[config.mk]
export PLATFORM = sky130hd
export DESIGN_NAME = down_counter_timer_flat
export DESIGN_NICKNAME = d
export VERILOG_FILES = /design/src/rtl/down_counter_timer_if.sv /design/src/rtl/down_counter_timer.sv /design/src/flat_wrapper.sv
export SDC_FILE = /design/constraint.sdc
export NUM_CORES = 1
export LEC_CHECK = 0
export BUFFER_PORTS_ARGS = -buffer_cell sky130_fd_sc_hd__buf_2
export CORE_MARGIN = 1
export CORE_UTILIZATION = 44
export CTS_CLUSTER_SIZE = 20
export DETAILED_ROUTE_END_ITERATION = 10
export MAX_ROUTING_LAYER = met4
export PLACE_DENSITY = 0.71
export REMOVE_ABC_BUFFERS = 1
export SLEW_MARGIN = 20
export SYNTH_ARGS = -nofsm -noshare
export SYNTH_HDL_FRONTEND = slang
export SYNTH_SLANG_ARGS = --single-unit
[constraint.sdc]
create_clock -name clk -period 1.6 [get_ports clk]
set_input_delay 0.08 -clock clk [delete_from_list [all_inputs] [get_ports clk]]
set_output_delay 0.08 -clock clk [all_outputs]
set_load 0.005 [all_outputs]
[src/rtl/down_counter_timer_if.sv]
// down_counter_timer_if: control and status bundle between a timer and the block that drives it
interface down_counter_timer_if #(parameter int WIDTH = 4);
    logic             enable;
    logic             load;
    logic [WIDTH-1:0] data_in;
    logic             auto_reload;
    logic [WIDTH-1:0] count;
    logic             underflow;
    logic             zero;
    logic             busy;
    modport master(output enable, load, data_in, auto_reload, input count, underflow, zero, busy);
    modport slave(input enable, load, data_in, auto_reload, output count, underflow, zero, busy);
endinterface

[src/rtl/down_counter_timer.sv]
// down_counter_timer: loadable down counter with prescaler, one-shot/periodic modes and underflow pulse
module down_counter_timer #(
    parameter int WIDTH    = 4,
    parameter int PRESCALE = 1
) (
    input logic clk,
    input logic rst,
    down_counter_timer_if.slave bus
);
    localparam int PW = PRESCALE > 1 ? $clog2(PRESCALE) : 1;
    typedef enum logic [1:0] {IDLE, RUN, EXPIRED} state_t;
    state_t           r_state, w_next_state;
    logic [WIDTH-1:0] r_count, r_reload, w_next_count;
    logic [PW-1:0]    r_presc;
    logic             r_underflow, w_underflow, w_tick;
    assign w_tick = bus.enable && r_presc == PW'(PRESCALE - 1);
    always_ff @(posedge clk or negedge rst) begin
        if (!rst) begin
            r_state     <= IDLE;
            r_count     <= '0;
            r_reload    <= '0;
            r_presc     <= '0;
            r_underflow <= 1'b0;
        end else begin
            r_state     <= w_next_state;
            r_count     <= w_next_count;
            r_underflow <= w_underflow;
            r_reload    <= bus.load ? bus.data_in : r_reload;
            r_presc     <= bus.load ? '0 : !bus.enable ? r_presc : w_tick ? '0 : r_presc + 1'b1;
        end
    end
    // load outranks a coinciding tick, so a zero-count tick is swallowed on a load edge
    always_comb begin
        w_next_state = r_state;
        w_next_count = r_count;
        w_underflow  = 1'b0;
        if (bus.load) begin
            w_next_state = RUN;
            w_next_count = bus.data_in;
        end else if (r_state == RUN && w_tick) begin
            if (r_count != '0) begin
                w_next_count = r_count - 1'b1;
            end else begin
                w_underflow = 1'b1;
                if (bus.auto_reload) w_next_count = r_reload;
                else w_next_state = EXPIRED;
            end
        end
    end
    assign bus.count     = r_count;
    assign bus.underflow = r_underflow;
    assign bus.zero      = r_count == '0;
    assign bus.busy      = r_state == RUN;
endmodule

[src/flat_wrapper.sv]
// flat-port wrapper written by rule: the top's interface ports become plain ports
module down_counter_timer_flat 
#(
    parameter int WIDTH    = 4,
    parameter int PRESCALE = 1
)
  (clk, rst, bus_enable, bus_load, bus_data_in, bus_auto_reload, bus_count, bus_underflow, bus_zero, bus_busy);
  down_counter_timer_if #(.WIDTH(WIDTH)) bus_i ();
  input logic clk;
  input logic rst;
  input wire logic [$bits(bus_i.enable)-1:0] bus_enable;
  input wire logic [$bits(bus_i.load)-1:0] bus_load;
  input wire logic [$bits(bus_i.data_in)-1:0] bus_data_in;
  input wire logic [$bits(bus_i.auto_reload)-1:0] bus_auto_reload;
  output wire logic [$bits(bus_i.count)-1:0] bus_count;
  output wire logic [$bits(bus_i.underflow)-1:0] bus_underflow;
  output wire logic [$bits(bus_i.zero)-1:0] bus_zero;
  output wire logic [$bits(bus_i.busy)-1:0] bus_busy;
  assign bus_i.enable = bus_enable;
  assign bus_i.load = bus_load;
  assign bus_i.data_in = bus_data_in;
  assign bus_i.auto_reload = bus_auto_reload;
  assign bus_count = bus_i.count;
  assign bus_underflow = bus_i.underflow;
  assign bus_zero = bus_i.zero;
  assign bus_busy = bus_i.busy;
  down_counter_timer #(.WIDTH(WIDTH), .PRESCALE(PRESCALE)) u_core (.clk(clk), .rst(rst), .bus(bus_i));
endmodule
==> metrics.cfg, run 1 <==
[timing]
max_slew_margin = 0.8071
fin_ws_ns = -0.07742
timing.fmax_mhz = 596.2
fin_crit_sh = 1.048
finalMaxSlewViolations = 0
finalHoldViolCount = 0
finalSetupViolCount = 7
period_needed_ns = 1.677
rsz0062_at_grt = yes
clock-skew-final_ns = 0.001185
worstMarginPinSlew_ns = 0.2893

[die]
fp.coreArea_sq_um = 1301
die_width_um = 39.29
placementRows = 13
die_area_sq_um = 1544
ios = 16
die_h_um = 39.29
initial_core_util = 0.4702

[yosys]
yosys_register_bits = 12
seq_area_frac_synth = 0.4908
synth.top_cell.area_share = 0.4908
synth_edf_count = 0
ys_warn_count = 0
synth_commonest_cells = dfrtp_1, nor2_1, inv_1, nand2_1, a21oi_1
synth_ff_type = dfrtp_1
yosysMostFrequentCell = dfrtp_1
yosysUniqueCellTypes = 28
syn_area_sq_um = 611.8
yosys.area.top_type = dfrtp_1
syn_inst = 62
synth.top_cells.by_area = dfrtp_1, nor2_1, a21oi_1
synth.avg_cell_area_sq_um = 9.868
ys_async_sr_fraction = 1.000

[clock_tree]
numCtsBuffers = 3
tritoncts = built
clk_pin_slew_ns = 0.08
clock-sinks = 12
htreeDepth = 1
cts_root_buf = clkbuf_4
clk_latency_ns = 0.28
cts_buffer_depth = 2

[placement]
place_hpwl_um = 989.7
io_buffers = 15
post-place-ws_ns = -0.1675
place_congestion = 0.8333
dpl_cell_area_sq_um = 739.5

[worst_setup_path]
crit_arrival_ns = 1.84
rrSetupSlack_ns = -0.08
crit_path_max_fanout = 5
cp-start-kind = flip-flop
cp-end-kind = flip-flop
required_ns = 1.77
crit_type = reg -> reg
crit_path_cell_trace = inv_2, ha_4, or3b_4, o21a_4, o32a_1
cp_slowest_stage_delay_ns = 0.43
reg2reg_depth = 5
critical_path.top_delay_family = compound AO/OA/AOI/OAI gates
critical_path_depth = 5
crit_buf_inv = 1
crit_slowest_cell = or3b_4

[global_route]
grt_antenna_before_repair = 0
globalRoute.totalOverflow = 0
track_usage = 0.2210
grt_max_degree = 18
grt_pass1_vias = 496
grt_pass1_wl_mm = 2.035

[hold_path]
min_path_type = in -> reg
whs_path_depth = 3

[finish]
seqCellArea_sq_um = 300.3
final_net_count = 99
diodes = 0
drive_above_1_share = 0.4205
design_area_sq_um = 830.8
layout-area-overhead-vs-synth_pct = 35.79
multi_input_area_sq_um = 292.8
fillCellCount = 117

[run_status]
violations = negative setup slack
run_status = finished with violations

[power]
ir_drop_v = 0.0007719
p_per_area_nw_per_um2 = 958.0
leakage_nw = 0.3988

[detailed_routing]
drt-total-wl_mm = 1.460
drt_first_pass_iters = 4
route.vias.total = 546
drc = 0
viasPerCell = 5.301
ant_nets = 0
wl_per_cell_um = 14.17
drt-initial-drc-count = 9

[job]
cap_violations = 0

## cells by family after synthesis
group | after synthesis | synth area share
and+or+nand+nor | 22 | 0.1923
AOI/OAI and AO/OA | 16 | 0.1861
buffers and inverters | 9 | 0.07567
muxes | 2 | 0.03476
DFF | 12 | 0.4908
adders and majority gates | 1 | 0.02045
## timing repair
action | 4_1_cts | 5_1_grt
endpoints found under the hold margin | 13 | 0
pin swaps | 1 | 6
gates cloned | 0 | 0
setup buffers | 0 | 1
resized for setup | 1 | 7
hold buffers | 2 | 0
setup endpoints to repair | 7 | 7
## power breakdown
part	internal (mW)	switching [mW]	leakage, nW
Clock	0.139	0.106	0.0210
Sequential	0.328	0.0150	0.146
Combinational	0.104	0.104	0.232
## final cells by class
class                   count  share of cell area
clock buffers               4             0.04367
repair buffers             25              0.1867
multi-input cells          41              0.3524
flip-flops and latches     12              0.3614
inverters                   6             0.03313
well taps                  15             0.02259
## registers in the layout, indices dropped and copies added (netlist names)
register,cells
u_core.bus.count,4
u_core.r_reload,4
u_core.r_state,2
u_core.bus.underflow,1
u_core.r_presc,1
## metrics by stage
stage | cells | total power, mW | util | setup TNS, ns | hold slack [ns]
finish | 103 | 0.7959 | 0.6385 | -0.3457 | 0.01898
CTS | 102 | 0.7821 | 0.6135 | -0.3275 | 0.01457
detailed placement | 96 | 0.5299 | 0.5683 | -0.7119 | -0.02745
global route | 103 | 0.8446 | 0.6385 | -0.7349 | 0.03104
global placement | 96 | 0.5220 | 0.5683 | -0.3636 | -0.02998
floorplan | 59 | 0.4381 | - | -0.6272 | -0.2156
## cell usage in the layout (no fill, tap or decap), types with 2 or more instances in the layout
master	count
a21oi_1	4
o31ai_1	2
inv_2	2
a211oi_1	2
o21ai_0	3
dfrtp_1	12
dlygate4sd3_1	2
clkbuf_4	3
nand2_1	5
buf_4	8
inv_1	3
buf_2	15
nor2_1	7
nor2b_1	2
## per-layer routing
| layer | wire length (um) | up-vias | global-route usage |
|---|---|---|---|
| met1 | 544 | 264 | 0.2230 |
| met2 | 823 | 14 | 0.3500 |
| met5 | 0 | - | - |
| li1 | - | 263 | - |
| met4 | 20 | 0 | 0.1207 |
| met3 | 71 | 5 | 0.1080 |
## path summary, 6_finish.rpt
kind	from	to
worst max-delay path	u_core.bus.count[1]	u_core.bus.count[3]
worst min-delay path	bus_data_in[3]	u_core.r_reload[3]
worst max register to register	u_core.bus.count[1]	u_core.bus.count[3]
worst min register to register	u_core.r_reload[3]	u_core.r_reload[3]
max in group asynchronous	rst	u_core.r_reload[0]
min in group asynchronous	rst	u_core.r_reload[3]
## worst register-to-register path, cell delays in order, from the launching register on
cell and delay, ns:
dfrtp_1 0.39, inv_2 0.08, ha_4 0.14, or3b_4 0.43, o21a_4 0.24, o32a_1 0.28
Note: power is estimated with default switching activity, not from simulation.
==> run 2: changes to the inputs <==
- CORE_MARGIN: 1 -> 8
- clock period: 1.6 -> 1.4 ns (I/O delays scaled with it)
==> run 2 against run 1 <==
The run still ends with negative setup slack left. Cell count grew 1.9%. Wire length shrank 9.6%. Worst hold slack gained 0.012 ns. Die area grew 84%. Clock power shrank 17%. Via count shrank 2.6%. Total power grew 6.8%. Critical path type unchanged. Critical endpoint is now u_core.bus.count[1]. Largest power group unchanged.
==> metrics.cfg, run 2 (same netlist as run 1, synthesis figures left out) <==
[die]
die_area_sq_um = 2840  ; +84%
ios = 16  ; unchanged
initial_core_util = 0.4702  ; unchanged
die_width_um = 53.29  ; +36%
die_h_um = 53.29  ; +36%
fp.coreArea_sq_um = 1301  ; unchanged
placementRows = 13  ; unchanged

[detailed_routing]
drt-total-wl_mm = 1.320  ; -9.6%
drc = 0  ; unchanged
route.vias.total = 532  ; -2.6%
drt-initial-drc-count = 6  ; -3
viasPerCell = 5.067  ; -4.4%
wl_per_cell_um = 12.57  ; -11%
drt_first_pass_iters = 4  ; unchanged
ant_nets = 0  ; unchanged

[clock_tree]
clk_pin_slew_ns = 0.07  ; about the same
htreeDepth = 1  ; unchanged
clock-sinks = 12  ; unchanged
tritoncts = built
cts_root_buf = clkbuf_4
clk_latency_ns = 0.26  ; -0.02 ns
cts_buffer_depth = 2  ; unchanged
numCtsBuffers = 3  ; unchanged

[finish]
layout_common_cells = buf_2, dfrtp_1, buf_4
mostFrequentLayoutCell = buf_2
multi_input_area_sq_um = 306.5  ; +4.7%
layout-area-overhead-vs-synth_pct = 41.10
diodes = 0  ; unchanged
final_net_count = 102  ; +3.0%
drive_above_1_share = 0.4778  ; +0.05732
fillCellCount = 109  ; -6.8%
seqCellArea_sq_um = 300.3  ; unchanged

[timing]
fin_ws_ns = -0.2474  ; -0.1700 ns
clock-skew-final_ns = 0.002430  ; +0.001245 ns
period_needed_ns = 1.647  ; -0.02999 ns
timing.fmax_mhz = 607.0  ; +1.8%
fin_crit_sh = 1.177  ; +0.1284
rsz0062_at_grt = yes
worstMarginPinSlew_ns = 0.3022  ; +0.01289 ns
holdWs_ns = 0.03078  ; +0.01180 ns
max_slew_margin = 0.7985  ; -0.008595
finalHoldViolCount = 0  ; unchanged
finalSetupViolCount = 7  ; unchanged
finalMaxSlewViolations = 0  ; unchanged

[placement]
io_buffers = 15  ; unchanged
place_congestion = 0.8221  ; -1.3%
place_hpwl_um = 984.5  ; -0.53%

[global_route]
grt_pass1_vias = 508  ; +2.4%
grt_antenna_before_repair = 0  ; unchanged
grt_max_degree = 18  ; unchanged
globalRoute.totalOverflow = 0  ; unchanged
grt_pass1_wl_mm = 2.104  ; +3.4%
track_usage = 0.1037  ; -0.1173

[worst_setup_path]
cp-start-kind = flip-flop
rrSetupSlack_ns = -0.25  ; -0.17 ns
crit_arrival_ns = 1.84  ; about the same
crit_type = reg -> reg
rr_endpoint = u_core.bus.count[1]
reg2reg_depth = 8  ; +3
required_ns = 1.59  ; -0.18 ns
r2r_start = u_core.bus.count[1]
crit_path_max_fanout = 4  ; -1
cp-end-kind = flip-flop

[hold_path]
min_path_type = in -> reg
worstHoldStart = bus_data_in[3]
whs_path_depth = 3  ; unchanged
holdPathEnd = u_core.r_reload[3]

[power]
leakage_nw = 0.4040  ; +1.3%
ir_drop_v = 0.0005476  ; -29%
p_per_area_nw_per_um2 = 985.0  ; +2.8%
p_total_mw = 0.8503  ; +6.8%

[job]
cap_violations = 0  ; unchanged

[run_status]
run_status = finished with violations
violations = negative setup slack

[run 2: what timing repair did]
| action | 4_1_cts | 5_1_grt |
|---|---|---|
| setup buffers | 0 | 3 |
| pin swaps | 2 | 6 |
| endpoints found under the hold margin | 13 | 0 |
| gates resized for setup | 2 | 11 |
| endpoints found under the setup margin | 8 | 8 |
| hold buffers | 2 | 0 |
[run 2: cell type report]
class                      count  share of cell area
sequential                    12              0.3478
inverter                       6             0.03188
tap                           15             0.02174
clock buffer                   3             0.02609
multi-input combinational     41              0.3551
timing repair buffer          28              0.2174
[run 2: metal layers]
layer / track usage / part of all wire / up-vias
met5: - / 0 / -
met2: 0.1699 / 0.50 / 7
met3: 0.03361 / 0.045 / 2
met1: 0.1050 / 0.45 / 255
li1: - / - / 268
met4: 0.06303 / 0.0076 / 0
[run 2: report_power, final]
group | internal (mW) | leakage, nW | total [mW] | switching, mW
combinational | 0.136 | 0.244 | 0.256 | 0.120
clock | 0.0993 | 0.0138 | 0.203 | 0.104
sequential | 0.375 | 0.146 | 0.391 | 0.0160
total | 0.610 | 0.404 | 0.850 | 0.240
[run 2: worst max-delay path, stage by stage (launching register included)]
cell	delay, ns
dfrtp_1	0.39
inv_2	0.07
ha_4	0.13
or3b_4	0.43
o21ai_4	0.18
buf_6	0.12
buf_4	0.09
a21oi_2	0.05
a21oi_1	0.12
[run 2: worst max path at each step]
stage | startpoint | end | cells past startpoint | slack [ns]
after floorplan | u_core.bus.count[0] | u_core.bus.count[3] | 5 | -0.38
after global placement | u_core.bus.count[0] | u_core.bus.count[0] | 6 | -0.31
after detailed placement | u_core.bus.count[0] | u_core.bus.count[0] | 6 | -0.37
after CTS | u_core.bus.count[0] | u_core.bus.count[3] | 5 | -0.27
after global routing | u_core.bus.count[0] | u_core.bus.count[1] | 8 | -0.31
final | u_core.bus.count[1] | u_core.bus.count[1] | 8 | -0.25
[run 2: stage by stage]
stage / instances / cell area, sq um / worst slack, ns / setup TNS [ns] / util
global placement: 97 / 747.0 / -0.3089 / -1.503 / 0.5740
finish: 105 / 863.3 / -0.2474 / -1.442 / 0.6635
CTS: 102 / 799.5 / -0.2659 / -1.529 / 0.6144
detailed placement: 97 / 747.0 / -0.3712 / -1.827 / 0.5740
floorplan: 59 / 593.1 / -0.3762 / -1.838 / -
global route: 105 / 863.3 / -0.3106 / -1.944 / 0.6635
